[config.mk]
export PLATFORM = sky130hd
export DESIGN_NAME = mult_div_unit
export DESIGN_NICKNAME = d
export VERILOG_FILES = /design/src/rtl/mult_div_unit.sv
export SDC_FILE = /design/constraint.sdc
export NUM_CORES = 1
export LEC_CHECK = 0
export BUFFER_PORTS_ARGS = -buffer_cell sky130_fd_sc_hd__buf_2
export CAP_MARGIN = 10
export CORE_AREA = 2 2 179 181
export DETAILED_ROUTE_END_ITERATION = 12
export DIE_AREA = 0 0 181 183
export HOLD_SLACK_MARGIN = 0.05
export PLACE_DENSITY_LB_ADDON = 0.12
export SYNTH_ARGS = -nofsm -noshare
export SYNTH_HDL_FRONTEND = slang
export SYNTH_SLANG_ARGS = --single-unit
export TNS_END_PERCENT = 20
[constraint.sdc]
create_clock -name CLK -period 8.58 [get_ports CLK]
set_clock_uncertainty 0.05 [all_clocks]
set_input_delay 0.858 -clock CLK [delete_from_list [all_inputs] [get_ports CLK]]
set_output_delay 0.858 -clock CLK [all_outputs]
set_load 0.005 [all_outputs]
[src/rtl/mult_div_unit.sv]
// mult_div_unit: iterative 32-bit multiply/divide with HI/LO registers, 33 cycles Start-to-Done.
// Define MULTDIV_SIGNED_EN to make Op[0] select signed MULT/DIV; otherwise every op is unsigned.
module mult_div_unit (
    input  logic        CLK,
    input  logic        RESET_N,
    input  logic        Start,
    input  logic [1:0]  Op,
    input  logic [31:0] Operand_A,
    input  logic [31:0] Operand_B,
    input  logic        Write_HI,
    input  logic        Write_LO,
    input  logic [31:0] Write_Data,
    output logic        Busy,
    output logic        Done,
    output logic        Div_by_zero,
    output logic [31:0] HI,
    output logic [31:0] LO
);

    localparam int unsigned W     = 32;
    localparam int unsigned W2    = 2 * W;
    localparam int unsigned CNT_W = 6;
    localparam logic [CNT_W-1:0] ITERS = CNT_W'(W);
    localparam logic [CNT_W-1:0] ONE   = CNT_W'(1);

    typedef enum logic [1:0] {
        IDLE = 2'd0,
        RUN  = 2'd1,
        FIX  = 2'd2
    } state_t;

    state_t           state, state_nxt;
    logic [CNT_W-1:0] cnt, cnt_nxt;
    logic [W2-1:0]    acc, acc_nxt;
    logic [W-1:0]     mag, mag_nxt;
    logic [W-1:0]     a_raw, a_raw_nxt;
    logic             is_div, is_div_nxt;
    logic             dbz, dbz_nxt;
    logic [W-1:0]     hi_nxt, lo_nxt;
    logic             busy_nxt, done_nxt, dbz_out_nxt;

    // Operand magnitudes fed to the unsigned iteration datapath
    logic [W-1:0] a_abs, b_abs;

`ifdef MULTDIV_SIGNED_EN
    logic sgn_op;
    logic q_neg, q_neg_nxt;
    logic r_neg, r_neg_nxt;

    assign sgn_op = Op[0];
    assign a_abs  = (sgn_op && Operand_A[W-1]) ? W'(-Operand_A) : Operand_A;
    assign b_abs  = (sgn_op && Operand_B[W-1]) ? W'(-Operand_B) : Operand_B;
`else
    logic unused_op0;

    assign unused_op0 = Op[0];
    assign a_abs      = Operand_A;
    assign b_abs      = Operand_B;
`endif

    // One iteration of shift-add multiply and restoring divide
    logic [W:0] mul_sum, div_part, div_diff;
    logic       div_take;

    always_comb begin
        mul_sum  = {1'b0, acc[W2-1:W]} + (acc[0] ? {1'b0, mag} : {(W+1){1'b0}});
        div_part = acc[W2-1:W-1];
        div_diff = div_part - {1'b0, mag};
        div_take = (div_part >= {1'b0, mag});
    end

    // Final sign correction of the accumulated magnitudes
    logic [W2-1:0] prod_fix;
    logic [W-1:0]  quot_fix, rem_fix;

    always_comb begin
        prod_fix = acc;
        quot_fix = acc[W-1:0];
        rem_fix  = acc[W2-1:W];
`ifdef MULTDIV_SIGNED_EN
        if (q_neg) begin
            prod_fix = -acc;
            quot_fix = W'(-acc[W-1:0]);
        end
        if (r_neg) begin
            rem_fix = W'(-acc[W2-1:W]);
        end
`endif
    end

    // Next-state and next-output logic
    always_comb begin
        state_nxt   = state;
        cnt_nxt     = cnt;
        acc_nxt     = acc;
        mag_nxt     = mag;
        a_raw_nxt   = a_raw;
        is_div_nxt  = is_div;
        dbz_nxt     = dbz;
        hi_nxt      = HI;
        lo_nxt      = LO;
        busy_nxt    = Busy;
        done_nxt    = 1'b0;
        dbz_out_nxt = 1'b0;
`ifdef MULTDIV_SIGNED_EN
        q_neg_nxt   = q_neg;
        r_neg_nxt   = r_neg;
`endif

        unique case (state)
            IDLE: begin
                if (Start) begin
                    state_nxt  = RUN;
                    cnt_nxt    = ITERS;
                    is_div_nxt = Op[1];
                    a_raw_nxt  = Operand_A;
                    dbz_nxt    = Op[1] && (Operand_B == '0);
                    busy_nxt   = 1'b1;
                    if (Op[1]) begin
                        mag_nxt = b_abs;
                        acc_nxt = {{W{1'b0}}, a_abs};
                    end else begin
                        mag_nxt = a_abs;
                        acc_nxt = {{W{1'b0}}, b_abs};
                    end
`ifdef MULTDIV_SIGNED_EN
                    q_neg_nxt = sgn_op && (Operand_A[W-1] ^ Operand_B[W-1]);
                    r_neg_nxt = sgn_op && Operand_A[W-1];
`endif
                end else begin
                    if (Write_HI) begin
                        hi_nxt = Write_Data;
                    end
                    if (Write_LO) begin
                        lo_nxt = Write_Data;
                    end
                end
            end

            RUN: begin
                cnt_nxt = cnt - ONE;
                if (is_div) begin
                    acc_nxt = {(div_take ? div_diff[W-1:0] : div_part[W-1:0]),
                               acc[W-2:0], div_take};
                end else begin
                    acc_nxt = {mul_sum, acc[W-1:1]};
                end
                if (cnt == ONE) begin
                    state_nxt = FIX;
                end
            end

            FIX: begin
                state_nxt   = IDLE;
                busy_nxt    = 1'b0;
                done_nxt    = 1'b1;
                dbz_out_nxt = dbz;
                // Divide by zero reports the raw dividend with an all-ones quotient
                if (dbz) begin
                    hi_nxt = a_raw;
                    lo_nxt = '1;
                end else if (is_div) begin
                    hi_nxt = rem_fix;
                    lo_nxt = quot_fix;
                end else begin
                    hi_nxt = prod_fix[W2-1:W];
                    lo_nxt = prod_fix[W-1:0];
                end
            end

            default: begin
                state_nxt = IDLE;
                busy_nxt  = 1'b0;
            end
        endcase
    end

    // State, datapath and output registers
    always_ff @(posedge CLK or negedge RESET_N) begin
        if (!RESET_N) begin
            state       <= IDLE;
            cnt         <= '0;
            acc         <= '0;
            mag         <= '0;
            a_raw       <= '0;
            is_div      <= 1'b0;
            dbz         <= 1'b0;
            HI          <= '0;
            LO          <= '0;
            Busy        <= 1'b0;
            Done        <= 1'b0;
            Div_by_zero <= 1'b0;
`ifdef MULTDIV_SIGNED_EN
            q_neg       <= 1'b0;
            r_neg       <= 1'b0;
`endif
        end else begin
            state       <= state_nxt;
            cnt         <= cnt_nxt;
            acc         <= acc_nxt;
            mag         <= mag_nxt;
            a_raw       <= a_raw_nxt;
            is_div      <= is_div_nxt;
            dbz         <= dbz_nxt;
            HI          <= hi_nxt;
            LO          <= lo_nxt;
            Busy        <= busy_nxt;
            Done        <= done_nxt;
            Div_by_zero <= dbz_out_nxt;
`ifdef MULTDIV_SIGNED_EN
            q_neg       <= q_neg_nxt;
            r_neg       <= r_neg_nxt;
`endif
        end
    end

endmodule
Word level (Yosys, flattened, before mapping)
Index checks and enable logic that the tools add are counted.

word-level totals
  word-level logic and storage cells = 60
  output and inout port bits = 67
  input bits = 103
  flip-flop bits (word level) = 205

operators by class
  reduce and logical (&&, ||, !) cells = 11
  eq/ne operators = 8
  add/subtract/negate cells = 3
  mux-type cells = 24
  bitwise operators = 1
  magnitude comparators = 1

operators by type and width
  cell                                               number
  two-way mux 32 bit                                 10
  two-way mux 64 bit                                 2
  one-hot mux 32 bit (2 select lines)                2
  one-hot mux 64 bit (2 select lines)                1
  adder 32 x 32 -> 33 bit                            1
  greater-or-equal comparator 33 x 32 -> 1 bit       1
  logical NOT 32 bit                                 1
  subtractor 32 bit                                  1
  one-hot mux 6 bit (2 select lines)                 1
  != test 2 bit (second input constant)              5
  AND reduction 2 bit                                4
  == test 6 x 1 -> 1 bit (second input constant)     1
  two-way mux 6 bit                                  1
  AND reduction 3 bit                                2
  subtractor 6 x 1 -> 6 bit (second input constant)  1
  two-way mux 2 bit                                  2
  one-hot mux 2 bit (2 select lines)                 1
  nonzero test 2 bit                                 2
  two-way mux 1 bit                                  3
  == test 2 x 1 -> 1 bit (second input constant)     1
  == test 2 bit (second input constant)              1
  logical NOT 2 bit                                  1
  one-hot mux 1 bit (2 select lines)                 1
  logical AND 1 bit                                  1
  NOT 1 bit                                          1

Logic depth before layout (Yosys ltp)
Gate-level depths: netlist of run 1.

  depth after elaboration = 4
  gate-level depth with buffers = 14

Worst setup path before layout of run 1
No wires, ideal clock.

  path type = flip-flop to flip-flop
  from = register acc[0]
  to = register acc[59]
  slack = 5.324 ns
  library setup time = 0.138 ns
  arrival time = 3.068 ns
  clock period less this slack = 3.256 ns
  required time = 8.392 ns
  cell stages (with the launch flop) = 15
  path through = dfrtp_1 -> clkbuf_1 -> and2_1 -> ha_1 -> inv_1 -> fa_1 -> nor2b_1 -> o211ai_1 -> a21oi_1 -> o2111ai_4 -> o311ai_1 -> a221o_1 -> o21ai_0 -> a311oi_2 -> o21ai_1

between the ends
  cells in the longest elaborated chain, start to end = 4

ends and longest elaborated chain
  what                                 RTL line  RTL
  start: declaration                   34        logic [W2-1:0] acc, acc_nxt;
  start signal: assignment             200       acc <= acc_nxt;
  two-way mux 32 bit                   66        mul_sum = {1'b0, acc[W2-1:W]} + (acc[0] ? {1'b0, mag} : {(W+1){1'b0}});
  adder 32 x 32 -> 33 bit              66
  two-way mux 64 bit                   142       if (is_div) begin
  one-hot mux 64 bit (2 select lines)  110       unique case (state)

Every way passes these cells.
A chain may end at the register's enable or synchronous reset.

Worst setup path in the final report of run 1
Same ends and word-level chain as after synthesis.

==> results by group, run 1 <==
Final layout
  • Nets@finish: 1895
  • Share of layout cells above drive strength 1: 14.19%
  • Area delta synth->final: 14.04%
  • Final Util: 50.37%
  • Finished Layout Cells: 2148

Power
  • Logic pwr share: 56.8%
  • Worst IR Drop VDD: 238.7 uV
  • Leakage: 7.350 nW
  • P_int: 3.704 mW
  • PD cells: 435.5 nW/um^2
  • Switching power: 3.146 mW
  • Sw frac: 45.92%
  • Clock group share of total power: 15.5%
  • Sequential Power Share: 27.7%

Synthesis
  • Avg Inst Size Synth: 8.520 sq um
  • #FFs+latches synth: 205
  • Primary FF master, synth: dfrtp_1
  • Synth unique cells: 74
  • Cells after Synth: 1619
  • Asr flop ratio synth: 100.0%
  • Count leader, synth: nand2_1
  • Synth area leaders: dfrtp_1 (37%), mux2i_1 (10%), nand2_1 (8.7%)
  • Syn Nets: 1790
  • Mapped Area: 13790 sq um
  • Post-synth EDFFs: 0
  • Share of the synthesized area in the top cell type: 37.19%
  • Yosys top cell by area: dfrtp_1
  • Yosys Warn Count: 0
  • Commonest cells post-synth: nand2_1 (321), o21ai_0 (221), dfrtp_1 (205), mux2i_1 (143), clkbuf_1 (84)
  • Post-synthesis sequential area ratio: 37.19%

Flow run
  • Maximum Capacitance Violations: 0

Placed design
  • Dpl hpwl: 30960 microns
  • IO Port Bufs: 168
  • Dpl cells: 2100
  • Gpl congestion: 0.9037

Route
  • DRT Pass-1 Iters: 5
  • Routed wire length: 41330 microns
  • Vias: 12254
  • Antenna Nets Post-Route: 0
  • Initial DRC Count: 790
  • Via density: 5.705
  • Drt wl/cell: 19.24 microns
  • Residual DRC count: 0

Timing
  • Max Slew Vio Count: 0
  • Hold Vio Cnt, Final: 0
  • Crit share post-route: 44.60%
  • Max_slew headroom: 24.58%
  • Final setup TNS: 0 ns
  • Setup repair after global routing missed its margin: no
  • Worst Tran Pin Value: 1.131 ns
  • # setup viols final: 0
  • Final min period: 3.826 ns
  • Highest clock rate: 261.3 MHz

CTS
  • CTS Root Cell: clkbuf_16
  • Htree depth: 1
  • Number of buffers created by CTS: 24
  • Clock tree from TritonCTS: built
  • Clk_lat worst skew: 0.52 ns
  • Cts hold-fix bufs: 0
  • Postcts setup bufs: 0
  • Clock buffer depth: 3
  • CTS clk-pin slew, worst paths: 0.06 ns
  • # resized after CTS: 0
  • CTS Sinks: 205

Global routing
  • First-pass GRT wire length: 64690 microns
  • Largest net degree at the start of global routing: 100
  • Gr usage total: 24.44%
  • Remaining Overflow, GRT: 0
  • Vias in the first global route: 11792
  • Initial antenna violation count: 8

Floorplanning
  • # IOs: 170
  • Die footprint: 33120 sq um
  • Placeable Area: 31230 sq um
  • Die height: 183 microns
  • Placement row count: 65
  • Die width: 181 microns
  • Initial core utilization: 44.17%

Min path
  • Worst min-delay path category: primary input to asynchronous set/reset pin

Worst setup path
  • FF-to-FF path depth: 13
  • Slack of the worst reg-to-reg path: 4.75 ns
  • Critical path fanouts, max: 12
  • CP startpoint: acc[0]
  • Crit end category: register
  • FF-to-FF End: acc[59]
  • Kind of critical path: register to register
  • Worst Path Required: 8.89 ns
  • Reg2reg start: acc[0]
  • Crit path capture: acc[59]
  • Type of origin of the critical path: register
  • CP arrival: 4.14 ns

Outcome
  • Status: completed
power by group through the flow:
stage	logic, mW	registers, mW	clock network [mW]
floorplan	2.93	1.75	0
global placement	3.83	1.91	0
detailed placement	3.87	1.92	0
CTS	3.89	1.90	1.08
global route	4.36	1.95	1.12
finish	3.89	1.90	1.06
area by class of cell:
cell class              count  area, sq um
clock inverters             5        75.07
inverters                  49        183.9
clock buffers              38        744.5
diodes                      5        12.51
multi-input cells        1261         8113
fillers                  3096        15500
well taps                 402        503.0
repair buffers            183        965.9
flip-flops and latches    205         5132
registers in the layout (all words and copies together), names as in the netlist:
name / flops
is_div: 1
state: 2
dbz: 1
a_raw: 32
Div_by_zero: 1
acc: 64
cnt: 6
mag: 32
LO: 32
Done: 1
HI: 32
Busy: 1
layout by cell type (no fill, tap or decap), drive strengths merged, types with 6 or more instances in the layout:
| cell | n |
|---|---|
| xor2 | 26 |
| nand2 | 321 |
| clkbuf | 38 |
| nand2b | 10 |
| nor2 | 39 |
| o21a | 12 |
| o22ai | 35 |
| mux2i | 143 |
| a31oi | 12 |
| o221ai | 7 |
| a211oi | 12 |
| nor3 | 11 |
| buf | 183 |
| xnor2 | 28 |
| and2 | 39 |
| inv | 49 |
| nor2b | 14 |
| a21oi | 61 |
| o211ai | 40 |
| ha | 66 |
| dfrtp | 205 |
| nand3 | 21 |
| and3 | 6 |
| o21ai | 228 |
| nand4 | 18 |
| a21o | 28 |
| a22oi | 15 |
| nor4 | 12 |
worst max-delay path, stage by stage, from the launching register on:
cell,delay [ns]
dfrtp_1,0.52
and2_1,0.18
ha_1,0.20
inv_1,0.07
fa_1,0.41
nor2b_1,0.17
o211ai_1,0.14
a21oi_1,0.45
o2111ai_4,0.23
o311ai_1,0.53
a221o_1,0.29
o21ai_0,0.12
a311oi_2,0.21
o21ai_1,0.11
per-stage QoR:
stage	power (mW)	cell area, sq um	hold WS [ns]	worst slack (ns)
detailed placement	5.787	14900	0.4123	4.822
CTS	6.873	15720	0.3658	4.788
finish	6.850	15730	0.3308	4.754
global placement	5.733	14900	0.4061	4.869
global route	7.431	15730	0.4012	4.442
floorplan	4.674	13790	0.3954	5.324
cells by family after synthesis:
| kind of cell | synth area share, % |
|---|---|
| xor gates and xnor gates | 3.429 |
| adders and majority gates | 6.277 |
| buffers and inverters | 4.309 |
| AOI/OAI and AO/OA | 21.89 |
| DFF | 37.19 |
| and+or+nand+nor | 16.45 |
| muxes | 10.46 |
metal layers:
metal | track usage (%) | wire length, microns | vias up
met5 | 0 | 32 | -
met4 | 5.626 | 905 | 6
met3 | 3.813 | 2032 | 56
met2 | 43.26 | 20270 | 321
met1 | 31.54 | 18090 | 5866
li1 | - | - | 6005
worst min-delay path by stage:
| stage | to | cells past startpoint |
|---|---|---|
| after detailed placement | a_raw[20] | 2 |
| after floorplan | a_raw[0] | 2 |
| after global placement | HI[2] | 2 |
| after global routing | acc[36] | 1 |
| after CTS | acc[36] | 1 |
| final | acc[36] | 1 |
Note: power is estimated with default switching activity, not from simulation.
==> run 2: changes to the inputs <==
--- a/config.mk
+++ b/config.mk
@@ -5,11 +5,12 @@
 export SDC_FILE = /design/constraint.sdc
 export NUM_CORES = 1
 export LEC_CHECK = 0
+export ABC_AREA = 1
 export BUFFER_PORTS_ARGS = -buffer_cell sky130_fd_sc_hd__buf_2
 export CAP_MARGIN = 10
-export CORE_AREA = 2 2 179 181
+export CORE_AREA = 2 2 188 190
 export DETAILED_ROUTE_END_ITERATION = 12
-export DIE_AREA = 0 0 181 183
+export DIE_AREA = 0 0 190 192
 export HOLD_SLACK_MARGIN = 0.05
 export PLACE_DENSITY_LB_ADDON = 0.12
 export SYNTH_ARGS = -nofsm -noshare
==> constraint.sdc (replaced) <==
create_clock -name CLK -period 3.95 [get_ports CLK]
set_clock_uncertainty 0.05 [all_clocks]
set_input_delay 0.395 -clock CLK [delete_from_list [all_inputs] [get_ports CLK]]
set_output_delay 0.395 -clock CLK [all_outputs]
set_load 0.005 [all_outputs]
==> run 2 against run 1 <==
Count of clock-buffer cells in the layout decreased by 8. Wire length increased by 33%. Worst hold slack got worse by 0.26 ns. Critical path depth increased by 6. Final area increased by 10%. Cell count increased by 38%. Synthesized cell count increased by 47%.
==> results by group, run 2 <==
Route
  • Vias: 15993 (+31%)
  • DRT Pass-1 Iters: 6 (+1)
  • Via density: 5.379 (-5.7%)
  • Top Layer Used: met4
  • Routed wire length: 54980 microns (+33%)
  • Initial DRC Count: 1454 (+84%)
  • Residual DRC count: 0 (unchanged)
  • Met2 routed WL: 24640 microns (+22%)
  • Drt wl/cell: 18.49 microns (-3.9%)
  • Antenna Nets Post-Route: 0 (unchanged)
  • Wl on met1: 25180 microns (+39%)
  • Met3 wire length: 3757 microns (+85%)

Synthesis
  • Asr flop ratio synth: 100.0% (unchanged)
  • #FFs+latches synth: 205 (unchanged)
  • Commonest cells post-synth: nand2_1 (669), inv_1 (376), o21ai_0 (288), nor2_1 (218), dfrtp_1 (205)
  • Post-Synth XOR/XNOR Area: 1.312% (-2.1 points)
  • Primary FF master, synth: dfrtp_1
  • Synth Area in Adders: 5.637% (-0.64 points)
  • Synth unique cells: 44 (-41%)
  • Post-synthesis compound-gate area fraction: 18.18% (-3.7 points)
  • Synth area leaders: dfrtp_1 (33%), nand2_1 (16%), o21ai_0 (9.4%)
  • Mux cell area share after synthesis: 0.1303% (-10 points)
  • Avg Inst Size Synth: 6.445 sq um (-24%)
  • Largest family of logic cells by synthesized area: simple AND/OR/NAND/NOR gates
  • Share of the synthesized area in the top cell type: 33.40% (-3.8 points)
  • Mapped Area: 15360 sq um (+11%)
  • Syn Nets: 2554 (+43%)
  • Cells after Synth: 2383 (+47%)
  • Yosys Warn Count: 0 (unchanged)
  • Count leader, synth: nand2_1
  • Post-synth EDFFs: 0 (unchanged)
  • Yosys top cell by area: dfrtp_1
  • Simple-gate share of the synthesized area: 29.32% (+13 points)
  • Post-synthesis sequential area ratio: 33.40% (-3.8 points)

Power
  • PD cells: 708.1 nW/um^2 (+63%)
  • Sw frac: 49.86% (+3.9 points)
  • Leakage: 9.181 nW (+25%)
  • Power, Total: 12.29 mW (+79%)
  • P_int: 6.163 mW (+66%)
  • Worst IR Drop VDD: 361.8 uV (+52%)
  • Switching power: 6.128 mW (+95%)
  • Logic pwr share: 56.9% (about the same)
  • Clock group share of total power: 17.0% (+1.5 points)
  • Sequential Power Share: 26.1% (-1.6 points)

Worst setup path
  • Kind of critical path: register to register
  • Type of origin of the critical path: register
  • Most frequent CP cell: nand2_1
  • Crit-path slowest cell: dfrtp_1
  • Critical path fanouts, max: 4 (-8)
  • Top Family by Delay on Critical Path: simple AND/OR/NAND/NOR gates
  • CP Cell Sequence: nand2_1 > inv_1 > ha_1 > inv_1 > fa_1 > inv_1 > nand3_1 > nand3_1 > nand2_1 > nand2_1 > nand2_1 > nand2_1 > nand2_1 > nand3_1 > nand2_1 > nor2_1 > nor2_1 > nand2_1 > nand2_1
  • Worst Path Required: 4.32 ns (-4.57 ns)
  • Worst path max stage delay: 0.40 ns (-0.13 ns)
  • Buf/Inv on CP: 3 (+2)
  • Slack of the worst reg-to-reg path: 0.95 ns (-3.80 ns)
  • CP arrival: 3.36 ns (-0.78 ns)
  • Crit end category: register

Timing
  • Worst Tran Pin Value: 1.145 ns (+0.01372 ns)
  • Highest clock rate: 333.6 MHz (+28%)
  • Final setup TNS: 0 ns (unchanged)
  • Max_slew headroom: 23.58% (-1.0 points)
  • Crit share post-route: 75.88% (+31 points)
  • Setup repair after global routing missed its margin: no
  • Max Slew Vio Count: 0 (unchanged)
  • Final min period: 2.997 ns (-0.8292 ns)
  • # setup viols final: 0 (unchanged)
  • Hold Vio Cnt, Final: 0 (unchanged)
  • PnR worst setup slack: 0.9527 ns (-3.801 ns)

Final layout
  • Final Util: 50.62% (+0.26 points)
  • Most common cell after layout, fill and taps aside: nand2_1
  • Most flop-heavy register: acc
  • Max reg flops: 64 (unchanged)
  • Nets@finish: 2673 (+41%)
  • Fill cells: 3601 (+16%)
  • Area delta synth->final: 13.02%
  • Share of layout cells above drive strength 1: 10.97% (-3.2 points)
  • Finished Layout Cells: 2973 (+38%)
  • Commonest cells after routing, fill and taps aside: nand2_1 (669), inv_1 (374), o21ai_0 (288)

CTS
  • Htree depth: 1 (unchanged)
  • CTS Sinks: 205 (unchanged)
  • CTS Root Cell: clkbuf_16
  • Clock buffer depth: 3 (unchanged)
  • CTS clk-pin slew, worst paths: 0.06 ns (about the same)
  • Clock tree from TritonCTS: built
  • # resized after CTS: 0 (unchanged)
  • Clk_lat worst skew: 0.52 ns (about the same)
  • Number of buffers created by CTS: 23 (-4.2%)

Floorplanning
  • Initial core utilization: 44.79% (+0.63 points)
  • Die width: 190 microns (+5.0%)
  • Placement row count: 68 (+4.6%)
  • Die height: 192 microns (+4.9%)
  • Die footprint: 36480 sq um (+10%)
  • # IOs: 170 (unchanged)
  • Placeable Area: 34290 sq um (+9.8%)

Outcome
  • Status: completed

Placed design
  • Dpl hpwl: 42620 microns (+38%)
  • DP Worst Slack: 0.9694 ns (-3.852 ns)
  • Gpl congestion: 0.9473 (+4.8%)
  • Dpl cells: 2931 (+40%)
  • IO Port Bufs: 168 (unchanged)

Global routing
  • Largest net degree at the start of global routing: 91 (-9.0%)
  • Initial antenna violation count: 0 (-8)
  • Remaining Overflow, GRT: 0 (unchanged)
  • First-pass GRT wire length: 84430 microns (+31%)
  • Vias in the first global route: 15140 (+28%)
  • Gr usage total: 29.99% (+5.6 points)

Flow run
  • Maximum Capacitance Violations: 0 (unchanged)

Min path
  • Worst min-delay path category: primary input to register
==> run 2: worst paths after layout <==
path / start / to / cells past startpoint
min: Operand_A[12] / a_raw[12] / 3
min in group asynchronous: RESET_N / HI[2] / 2
max reg2reg: mag[0] / acc[59] / 19
max: mag[0] / acc[59] / 19
min reg2reg: cnt[5] / cnt[5] / 1
max in group asynchronous: RESET_N / HI[9] / 3
==> run 2: worst reg2reg max path, cell delays in order (launching register included) <==
cell and delay [ns]:
dfrtp_1 0.40, nand2_1 0.07, inv_1 0.06, ha_1 0.25, inv_1 0.08, fa_1 0.40
inv_1 0.14, nand3_1 0.08, nand3_1 0.20, nand2_1 0.08, nand2_1 0.18, nand2_1 0.07
nand2_1 0.14, nand2_1 0.16, nand3_1 0.13, nand2_1 0.05, nor2_1 0.12, nor2_1 0.08
nand2_1 0.12, nand2_1 0.05
==> run 2: kinds of logic after synthesis <==
family	after synthesis
AND/OR/NAND/NOR	1091
AO/OA/AOI/OAI	508
buffers and inverters	486
flip-flops	205
adder cells (fa/ha/maj)	68
XOR/XNOR	23
multiplexers	2
==> run 2: layout make-up <==
cell class                 instances  area [sq um]  share of cell area (%)
antenna                            2         5.005                 0.02883
clock buffer                      30         641.9                   3.698
clock inverter                     9         78.83                  0.4541
inverter                         387          1453                   8.369
multi-input combinational       1692          8412                   48.46
sequential                       205          5132                   29.57
tap                              455         569.3                   3.280
timing repair buffer             193          1066                   6.141
==> run 2: power groups by stage <==
stage / sequential [mW] / combinational, mW / clock, mW
after floorplan: 2.98 / 5.02 / 0
after global placement: 3.21 / 6.87 / 0
after detailed placement: 3.22 / 6.94 / 0
after CTS: 3.19 / 6.97 / 2.11
after global routing: 3.26 / 7.92 / 2.20
final: 3.20 / 7.00 / 2.09
==> run 2: metal layers <==
layer  global-route usage (%)  vias to the layer above
met5                        0                        -
met4                    8.050                        0
met3                    3.124                       71
met2                    49.42                      534
met1                    41.96                     7477
li1                         -                     7911
==> run 2: repair_timing <==
item                      4_1_cts  5_1_grt
buffers inserted                0        0
hold buffers                    1        0
hold endpoints to repair       88        0
==> run 2: per-stage QoR <==
stage	instance area [sq um]	hold slack, ns
floorplan	15360	0.04941
global placement	16620	0.4140
detailed placement	16620	0.4173
CTS	17350	0.05560
global route	17350	0.09086
finish	17360	0.07199
